--- src/rtl/clk_rst_pkg.sv ---
// Shared types and default timing constants for the clock/reset sequencer.
package clk_rst_pkg;

  typedef enum logic [1:0] {
    MMCM_RST  = 2'd0,
    WAIT_LOCK = 2'd1,
    STABLE    = 2'd2,
    RUN       = 2'd3
  } state_t;

  localparam int RST_CYCLES_DEF    = 16;
  localparam int STABLE_CYCLES_DEF = 1024;
  localparam int LOCK_TIMEOUT_DEF  = 100000;
  localparam int CNT_W_DEF         = 20;

  // Largest value any phase of the shared counter has to reach.
  function automatic int max3(input int a, input int b, input int c);
    int m;
    m = (a > b) ? a : b;
    return (m > c) ? m : c;
  endfunction

endpackage

--- src/rtl/clk_rst_seq_sync_2ff.sv ---
// Two-flop synchronizer for a single asynchronous level; resets to 0.
module sync_2ff (
  input  logic clk,
  input  logic rst,
  input  logic d,
  output logic q
);

  logic meta;

  // Two back-to-back flops give the first stage a full cycle to settle.
  always_ff @(posedge clk) begin
    if (rst) begin
      meta <= 1'b0;
      q    <= 1'b0;
    end else begin
      meta <= d;
      q    <= meta;
    end
  end

endmodule

--- src/rtl/clk_rst_seq.sv ---
// MMCM reset / lock sequencer: pulses the MMCM reset, waits for a lock that
// stays stable, then releases the system reset. Losing lock while running
// restarts the whole sequence.
// Optional build macro CLK_RST_TIMEOUT_EN: re-pulse the MMCM when lock does
// not arrive within LOCK_TIMEOUT cycles and raise the sticky lock_err flag.
//
// state     | meaning
// ----------+--------------------------------------------------------------
// MMCM_RST  | mmcm_rst held high for RST_CYCLES cycles
// WAIT_LOCK | mmcm_rst released, waiting for synchronized lock
// STABLE    | lock seen, counting consecutive locked cycles
// RUN       | system reset released, ready high
module clk_rst_seq
  import clk_rst_pkg::*;
#(
  parameter int RST_CYCLES    = RST_CYCLES_DEF,
  parameter int STABLE_CYCLES = STABLE_CYCLES_DEF,
  parameter int LOCK_TIMEOUT  = LOCK_TIMEOUT_DEF,
  parameter int CNT_W         = CNT_W_DEF
) (
  input  logic       clk100,
  input  logic       rst,
  input  logic       locked,
  output logic       mmcm_rst,
  output logic       sys_rst,
  output logic       ready,
  output logic [7:0] relock_count,
  output logic       lock_err
);

  localparam int CNT_MAX = max3(RST_CYCLES, STABLE_CYCLES, LOCK_TIMEOUT);

  if ((CNT_MAX >> CNT_W) != 0) begin : g_cnt_w_check
    $error("clk_rst_seq: CNT_W too narrow for the configured cycle counts");
  end

  localparam logic [CNT_W-1:0] CNT_ONE  = CNT_W'(1);
  localparam logic [CNT_W-1:0] RST_LAST = CNT_W'(RST_CYCLES - 1);
  // The WAIT_LOCK exit cycle already sampled lock high, so it is the first
  // of the STABLE_CYCLES locked cycles; STABLE needs STABLE_CYCLES-1 more.
  localparam logic [CNT_W-1:0] STABLE_LAST = CNT_W'(STABLE_CYCLES - 2);
`ifdef CLK_RST_TIMEOUT_EN
  localparam logic [CNT_W-1:0] TIMEOUT_LAST = CNT_W'(LOCK_TIMEOUT - 1);
`endif

  logic             locked_s;
  state_t           state;
  state_t           state_nxt;
  logic [CNT_W-1:0] cnt;
  logic [CNT_W-1:0] cnt_nxt;
  logic             relock_inc;
`ifdef CLK_RST_TIMEOUT_EN
  logic             timeout_hit;
`endif

  sync_2ff u_lock_sync (
    .clk (clk100),
    .rst (rst),
    .d   (locked),
    .q   (locked_s)
  );

  // Next-state and shared-counter decode.
  always_comb begin
    state_nxt  = state;
    cnt_nxt    = cnt;
    relock_inc = 1'b0;
`ifdef CLK_RST_TIMEOUT_EN
    timeout_hit = 1'b0;
`endif
    case (state)
      MMCM_RST: begin
        if (cnt == RST_LAST) begin
          state_nxt = WAIT_LOCK;
          cnt_nxt   = '0;
        end else begin
          cnt_nxt = cnt + CNT_ONE;
        end
      end
      WAIT_LOCK: begin
        if (locked_s) begin
          state_nxt = STABLE;
          cnt_nxt   = '0;
        end
`ifdef CLK_RST_TIMEOUT_EN
        else if (cnt == TIMEOUT_LAST) begin
          state_nxt   = MMCM_RST;
          cnt_nxt     = '0;
          timeout_hit = 1'b1;
        end else begin
          cnt_nxt = cnt + CNT_ONE;
        end
`endif
      end
      STABLE: begin
        if (!locked_s) begin
          state_nxt = WAIT_LOCK;
          cnt_nxt   = '0;
        end else if (cnt == STABLE_LAST) begin
          state_nxt = RUN;
          cnt_nxt   = '0;
        end else begin
          cnt_nxt = cnt + CNT_ONE;
        end
      end
      RUN: begin
        if (!locked_s) begin
          state_nxt  = MMCM_RST;
          cnt_nxt    = '0;
          relock_inc = 1'b1;
        end
      end
      default: begin
        state_nxt = MMCM_RST;
        cnt_nxt   = '0;
      end
    endcase
  end

  // State, counter and outputs; outputs are decoded from the next state so
  // they change on the same edge as the state itself.
  always_ff @(posedge clk100) begin
    if (rst) begin
      state        <= MMCM_RST;
      cnt          <= '0;
      mmcm_rst     <= 1'b1;
      sys_rst      <= 1'b1;
      ready        <= 1'b0;
      relock_count <= 8'd0;
    end else begin
      state    <= state_nxt;
      cnt      <= cnt_nxt;
      mmcm_rst <= (state_nxt == MMCM_RST);
      sys_rst  <= (state_nxt != RUN);
      ready    <= (state_nxt == RUN);
      if (relock_inc && (relock_count != 8'hFF)) begin
        relock_count <= relock_count + 8'd1;
      end
    end
  end

`ifdef CLK_RST_TIMEOUT_EN
  // Sticky lock-timeout flag, cleared only by rst.
  always_ff @(posedge clk100) begin
    if (rst) begin
      lock_err <= 1'b0;
    end else if (timeout_hit) begin
      lock_err <= 1'b1;
    end
  end
`else
  assign lock_err = 1'b0;
`endif

endmodule
--- config.mk ---
export PLATFORM = sky130hd
export DESIGN_NAME = clk_rst_seq
export DESIGN_NICKNAME = d
export VERILOG_FILES = /design/src/rtl/clk_rst_pkg.sv /design/src/rtl/clk_rst_seq_sync_2ff.sv /design/src/rtl/clk_rst_seq.sv
export SDC_FILE = /design/constraint.sdc
export NUM_CORES = 1
export LEC_CHECK = 0
export CAP_MARGIN = 20
export CORE_MARGIN = 8
export CORE_UTILIZATION = 40
export CTS_BUF_LIST = sky130_fd_sc_hd__clkbuf_8
export CTS_CLUSTER_DIAMETER = 80
export CTS_CLUSTER_SIZE = 24
export DETAILED_ROUTE_END_ITERATION = 6
export GPL_ROUTABILITY_DRIVEN = 0
export PLACE_DENSITY_LB_ADDON = 0.25
export SYNTH_ARGS = -nofsm -noshare
export SYNTH_HDL_FRONTEND = slang
export SYNTH_HIERARCHICAL = 1
export SYNTH_SLANG_ARGS = --single-unit
--- constraint.sdc ---
create_clock -name clk100 -period 2.6 [get_ports clk100]
set_input_delay 0.52 -clock clk100 [delete_from_list [all_inputs] [get_ports clk100]]
set_output_delay 0.52 -clock clk100 [all_outputs]
set_load 0.005 [all_outputs]
==> results.sh, run 1 <==
export IMPL_outcome="completed"
export IMPL_irDropWorstVdd_mv=0.215
export IMPL_vias=1540
export IMPL_worstSkewPairLatency_ns=0.28
export IMPL_final_common_cell="dfxtp_1"
export IMPL_io_pins=15
export IMPL_cts_tree="built"
export IMPL_slew_headroom_pct=58.4
export IMPL_antenna_found_initial=0
export IMPL_dpl_hpwl_um=2790
export IMPL_fp_dieH_um=85.3
export IMPL_skew_ns=0.00201
export IMPL_viasPerCell=5.62
export IMPL_cts_buffers=5
export IMPL_grt_ovfl_total=0
export IMPL_dieWidth_um=85.3
export IMPL_hold_buffers=0
export IMPL_port_buffer_count=13
export IMPL_final_nets=225
export IMPL_place_area_um2=2110
export IMPL_drt_iter0_drc=146
export IMPL_drc=0
export IMPL_rsz0062_at_grt="false"
export IMPL_grt_start_max_net_pins=18
export IMPL_crit_type="flip-flop to flip-flop"
export IMPL_synth_cells=204
export IMPL_hold_ws_ns=0.436
export IMPL_syn2layout_area_growth_pct=14.1
export IMPL_ys_seq_area_share_pct=36.5
export IMPL_maxUsedRoutingLayer="met4"
export IMPL_ctsResizeCount=0
export IMPL_antenna_left=0
export IMPL_post_route_util_pct=46.7
export IMPL_final_cell_area_um2=2190
export IMPL_die_area_um2=7270
export IMPL_rows=25
export IMPL_cts_max_path_buffers=2
export IMPL_fillers=457
export IMPL_setup_tns_ns=0
export IMPL_drive_above_1_share_pct=16.8
export IMPL_power_density_nw_per_um2=439
export IMPL_postCtsSetupBuffers=0
export IMPL_end_kind="flip-flop"
export IMPL_met3WireLength_um=181
export IMPL_fmax_mhz=457
export IMPL_fin_crit_ns=2.19
export IMPL_wl_met1_um=1970
export IMPL_ys_types=45
export IMPL_gr_usage_all_layers_pct=11.4
export IMPL_post_drt_wl_per_cell_um=14.2
export IMPL_layout_common_cells="35 x dfxtp_1, 14 x nor2_1, 13 x clkdlybuf4s50_1"
export IMPL_initial_utilization_pct=40.9
export IMPL_worst_slew_pin_slew_ns=0.619
export IMPL_leakagePower_nw=0.716
export IMPL_drt_total_wl_um=3890
export IMPL_grt_pass1_vias=1439
export IMPL_core_area_um2=4690
export IMPL_firstDrtPassIters=4
export IMPL_worst_setup_path_start_kind="flip-flop"
export IMPL_grt_pass1_wl_um=6730
export IMPL_syn_area_per_cell_um2=9.41
export IMPL_clockRootBuffer="clkbuf_8"
export IMPL_setup_viol=0
export IMPL_ys_seq_elements=35
export IMPL_synth_area_leaders="dfxtp_1 36%, a211oi_2 7.2%, nor3_2 4.7%, xnor2_1 4.1%, xor2_1 3.6%"
export IMPL_r2r_slack_ns=0.41
export IMPL_clk_pin_slew_ns=0.07
export IMPL_met2_length_um=1690
export IMPL_path_max_fanout=12
export IMPL_ys_warn_count=6
export IMPL_cp_required_ns=2.76
export IMPL_hold_viol=0
export IMPL_max_cap_violations=0
export IMPL_cts_sinks=35
export IMPL_n_antenna_cell=0
export IMPL_finalCritPeriodShare_pct=84.2
export IMPL_syn_area_um2=1920
export IMPL_hold_path_class="flip-flop to flip-flop"
export IMPL_h_tree_depth=2
export IMPL_post_synth_top_area_cell="dfxtp_1"
export IMPL_synth_top_cell_area_share_pct=36.5
export IMPL_final_max_slew_viol_count=0
export IMPL_synth_nets=210
export IMPL_arrival_ns=2.35
[power by group]
group	internal, mW	leakage, nW	switching, mW
combinational	0.0196	0.383	0.0306
clock	0.180	0.0505	0.184
sequential	0.542	0.283	0.00645
[synthesized netlist by cell type, drive strengths merged]
library cell	number
a2111oi	2
a211oi	15
a21o	2
a21oi	3
a31oi	1
and2	3
and3	3
and3b	1
and4	3
buf	5
clkbuf	7
conb	1
dfxtp	35
ha	3
inv	8
mux2	1
mux2i	1
nand2	9
nand2b	1
nand3	6
nand4	5
nor2	14
nor2b	7
nor3	10
nor4	2
nor4b	1
o2111ai	2
o211ai	4
o21ai	5
o31ai	8
o41a	1
o41ai	2
or2	1
or3	3
or3b	1
or4	11
xnor2	9
xor2	8
[path summary, 6_finish.rpt]
check,cells after the start,end,from
max,5,cnt[0],cnt[10]
min,1,u_lock_sync/q,u_lock_sync/meta
max reg2reg,5,cnt[0],cnt[10]
min reg2reg,1,u_lock_sync/q,u_lock_sync/meta
[stage by stage]
step,std cells,power [mW],worst slack (ns)
after floorplan,204,0.597,0.564
after global placement,266,0.610,0.462
after detailed placement,266,0.610,0.419
after CTS,274,0.983,0.411
after global routing,274,1.01,0.290
final,274,0.962,0.411
[kinds of logic (layout without fill, tap and decap cells)]
logic type | Yosys count | count (layout) | share of synthesized area [%]
XOR/XNOR | 17 | 17 | 7.75
flip-flops | 35 | 35 | 36.5
other | 1 | 1 | 0.195
multiplexers | 2 | 2 | 1.11
adder cells (fa/ha/maj) | 3 | 3 | 1.95
AND/OR/NAND/NOR | 81 | 81 | 26.6
buffers and inverters | 20 | 36 | 5.02
AO/OA/AOI/OAI | 45 | 45 | 20.9
[critical path: stages, from the launching register on]
cell and delay [ns]:
dfxtp_1 0.35, or4_4 0.57, or4_4 0.47, o41ai_4 0.31, buf_4 0.30, nor3_2 0.07
[sequential cells by signal (all words and copies together), names as in the netlist]
signal,cells
sys_rst,1
relock_count,8
u_lock_sync/meta,1
ready,1
u_lock_sync/q,1
cnt,20
state,2
mmcm_rst,1
[layout make-up]
| cell class | count | area, um2 | area share, % |
|---|---|---|---|
| repair buffers | 20 | 183 | 8.33 |
| clock buffers | 5 | 68.8 | 3.14 |
| well taps | 54 | 67.6 | 3.08 |
| multi-input cells | 149 | 1130 | 51.5 |
| inverters | 8 | 30.0 | 1.37 |
| clock inverters | 3 | 12.5 | 0.571 |
| flip-flops and latches | 35 | 701 | 32.0 |
[routing by layer]
metal / vias to the layer above / global-route usage, %
met1: 714 / 14.9
li1: 789 / -
met3: 5 / 3.76
met2: 32 / 16.5
met5: - / 0
met4: 0 / 4.94
(Power assumes the default switching activity.)
==> run 2: changes to the inputs <==
==> constraint.sdc (replaced) <==
create_clock -name clk100 -period 2.19 [get_ports clk100]
set_input_delay 0.438 -clock clk100 [delete_from_list [all_inputs] [get_ports clk100]]
set_output_delay 0.438 -clock clk100 [all_outputs]
set_load 0.005 [all_outputs]
==> run 2 against run 1 <==
Utilization grew 1.5 points. Combinational power rose by 28%. Routed wire length up 5.4%.
==> results.sh, run 2 (synthesis results as in run 1) <==
export IMPL_hold_path_class="flip-flop to flip-flop"
export IMPL_grt_ovfl_total=0
export IMPL_rr_worst_depth=5
export IMPL_max_cap_violations=0
export IMPL_gr_usage_all_layers_pct=12.0
export IMPL_dieWidth_um=85.3
export IMPL_setup_viol=0
export IMPL_ctsResizeCount=0
export IMPL_clockRootBuffer="clkbuf_8"
export IMPL_post_drt_wl_per_cell_um=14.6
export IMPL_leakagePower_nw=0.762
export IMPL_r2r_slack_ns=0.1
export IMPL_rows=25
export IMPL_power_density_nw_per_um2=505
export IMPL_reg2reg_to="cnt[19]"
export IMPL_hold_viol=0
export IMPL_hold_start="u_lock_sync/meta"
export IMPL_largest_register="cnt"
export IMPL_firstDrtPassIters=4
export IMPL_final_max_slew_viol_count=0
export IMPL_hold_buffers=0
export IMPL_hold_end="u_lock_sync/q"
export IMPL_min_path_cells=1
export IMPL_fin_crit_ns=2.09
export IMPL_r2r_start="cnt[10]"
export IMPL_wl_met1_um=2230
export IMPL_layout_common_cells="35 x dfxtp_1, 14 x nor2_1, 14 x buf_4"
export IMPL_postLayoutSetupSlackWorst_ns=0.0958
export IMPL_dp_slack_ns=0.0903
export IMPL_port_buffer_count=13
export IMPL_worstSkewPairLatency_ns=0.28
export IMPL_path_max_fanout=20
export IMPL_top_regs="cnt x20, relock_count x8, state x2"
export IMPL_drc=0
export IMPL_slew_headroom_pct=54.5
export IMPL_grt_pass1_vias=1464
export IMPL_maxUsedRoutingLayer="met4"
export IMPL_fmax_mhz=478
export IMPL_cts_tree="built"
export IMPL_n_antenna_cell=0
export IMPL_viasPerCell=5.48
export IMPL_syn2layout_area_growth_pct=17.9
export IMPL_cp_required_ns=2.35
export IMPL_met2_length_um=1700
export IMPL_setup_tns_ns=0
export IMPL_vias=1546
export IMPL_met3WireLength_um=118
export IMPL_initial_utilization_pct=40.9
export IMPL_postCtsSetupBuffers=0
export IMPL_grt_pass1_wl_um=7090
export IMPL_worst_setup_path_start_kind="flip-flop"
export IMPL_antenna_left=0
export IMPL_rsz0062_at_grt="false"
export IMPL_skew_ns=0.00425
export IMPL_drt_iter0_drc=51
export IMPL_arrival_ns=2.25
export IMPL_antenna_found_initial=0
export IMPL_outcome="completed"
export IMPL_grt_start_max_net_pins=21
export IMPL_final_common_cell="dfxtp_1"
export IMPL_finalCritPeriodShare_pct=95.6
export IMPL_crit_type="flip-flop to flip-flop"
export IMPL_largest_register_ffs=20
export IMPL_end_kind="flip-flop"
export IMPL_io_pins=15
export IMPL_h_tree_depth=2
export IMPL_drt_total_wl_um=4100
export IMPL_core_area_um2=4690
export IMPL_cts_sinks=35
export IMPL_clk_pin_slew_ns=0.07
export IMPL_dpl_hpwl_um=3010
export IMPL_cts_max_path_buffers=2
export IMPL_die_area_um2=7270
export IMPL_total_power_mw=1.14
export IMPL_drive_above_1_share_pct=19.7
export IMPL_irDropWorstVdd_mv=0.323
export IMPL_fp_dieH_um=85.3
export IMPL_final_nets=233
export IMPL_cts_buffers=5
export IMPL_worst_slew_pin_slew_ns=0.679
==> run 2: changes by cell type in the layout (fill, tap and decap cells not counted), sizes merged <==
cell  previous run  this run
buf              7        15
==> run 2: layer usage <==
layer	up-vias	global-route usage, %
met1	724	16.5
met2	13	17.2
li1	803	-
met3	6	3.47
met5	-	0
met4	0	4.30
==> run 2: how the worst max path moves through the flow <==
stage,to,cells past startpoint,startpoint
floorplan,cnt[0],5,cnt[10]
global placement,cnt[9],5,cnt[10]
detailed placement,cnt[17],5,cnt[10]
CTS,cnt[19],5,cnt[10]
global route,cnt[3],5,cnt[10]
finish,cnt[19],5,cnt[10]
==> run 2: area by class of cell <==
cell class,count,area (um2)
fillers,462,2430
repair buffers,28,255
well taps,54,67.6
clock buffers,5,68.8
clock inverters,3,12.5
flip-flops and latches,35,701
multi-input cells,149,1130
inverters,8,30.0
==> run 2: metrics by stage <==
step	area, um2	hold slack (ns)	cells	utilization, %
2_1_floorplan	1920	0.414	204	-
3_3_place_gp	2180	0.422	274	46.5
3_5_place_dp	2180	0.428	274	46.5
4_1_cts	2260	0.443	282	48.3
5_1_grt	2260	0.454	282	48.3
6_report	2260	0.441	282	48.3
==> run 2: worst max-delay path: stages, from the launching register on <==
cell	delay [ns]
dfxtp_1	0.32
or4_4	0.55
or4_4	0.46
o41ai_4	0.35
buf_12	0.24
a211oi_2	0.05
==> run 2: power by group <==
| part | internal (mW) | switching (mW) | total [mW] |
|---|---|---|---|
| registers | 0.643 | 0.00628 | 0.649 |
| clock network | 0.213 | 0.217 | 0.430 |
| logic | 0.0263 | 0.0381 | 0.0644 |
| total | 0.883 | 0.261 | 1.14 |
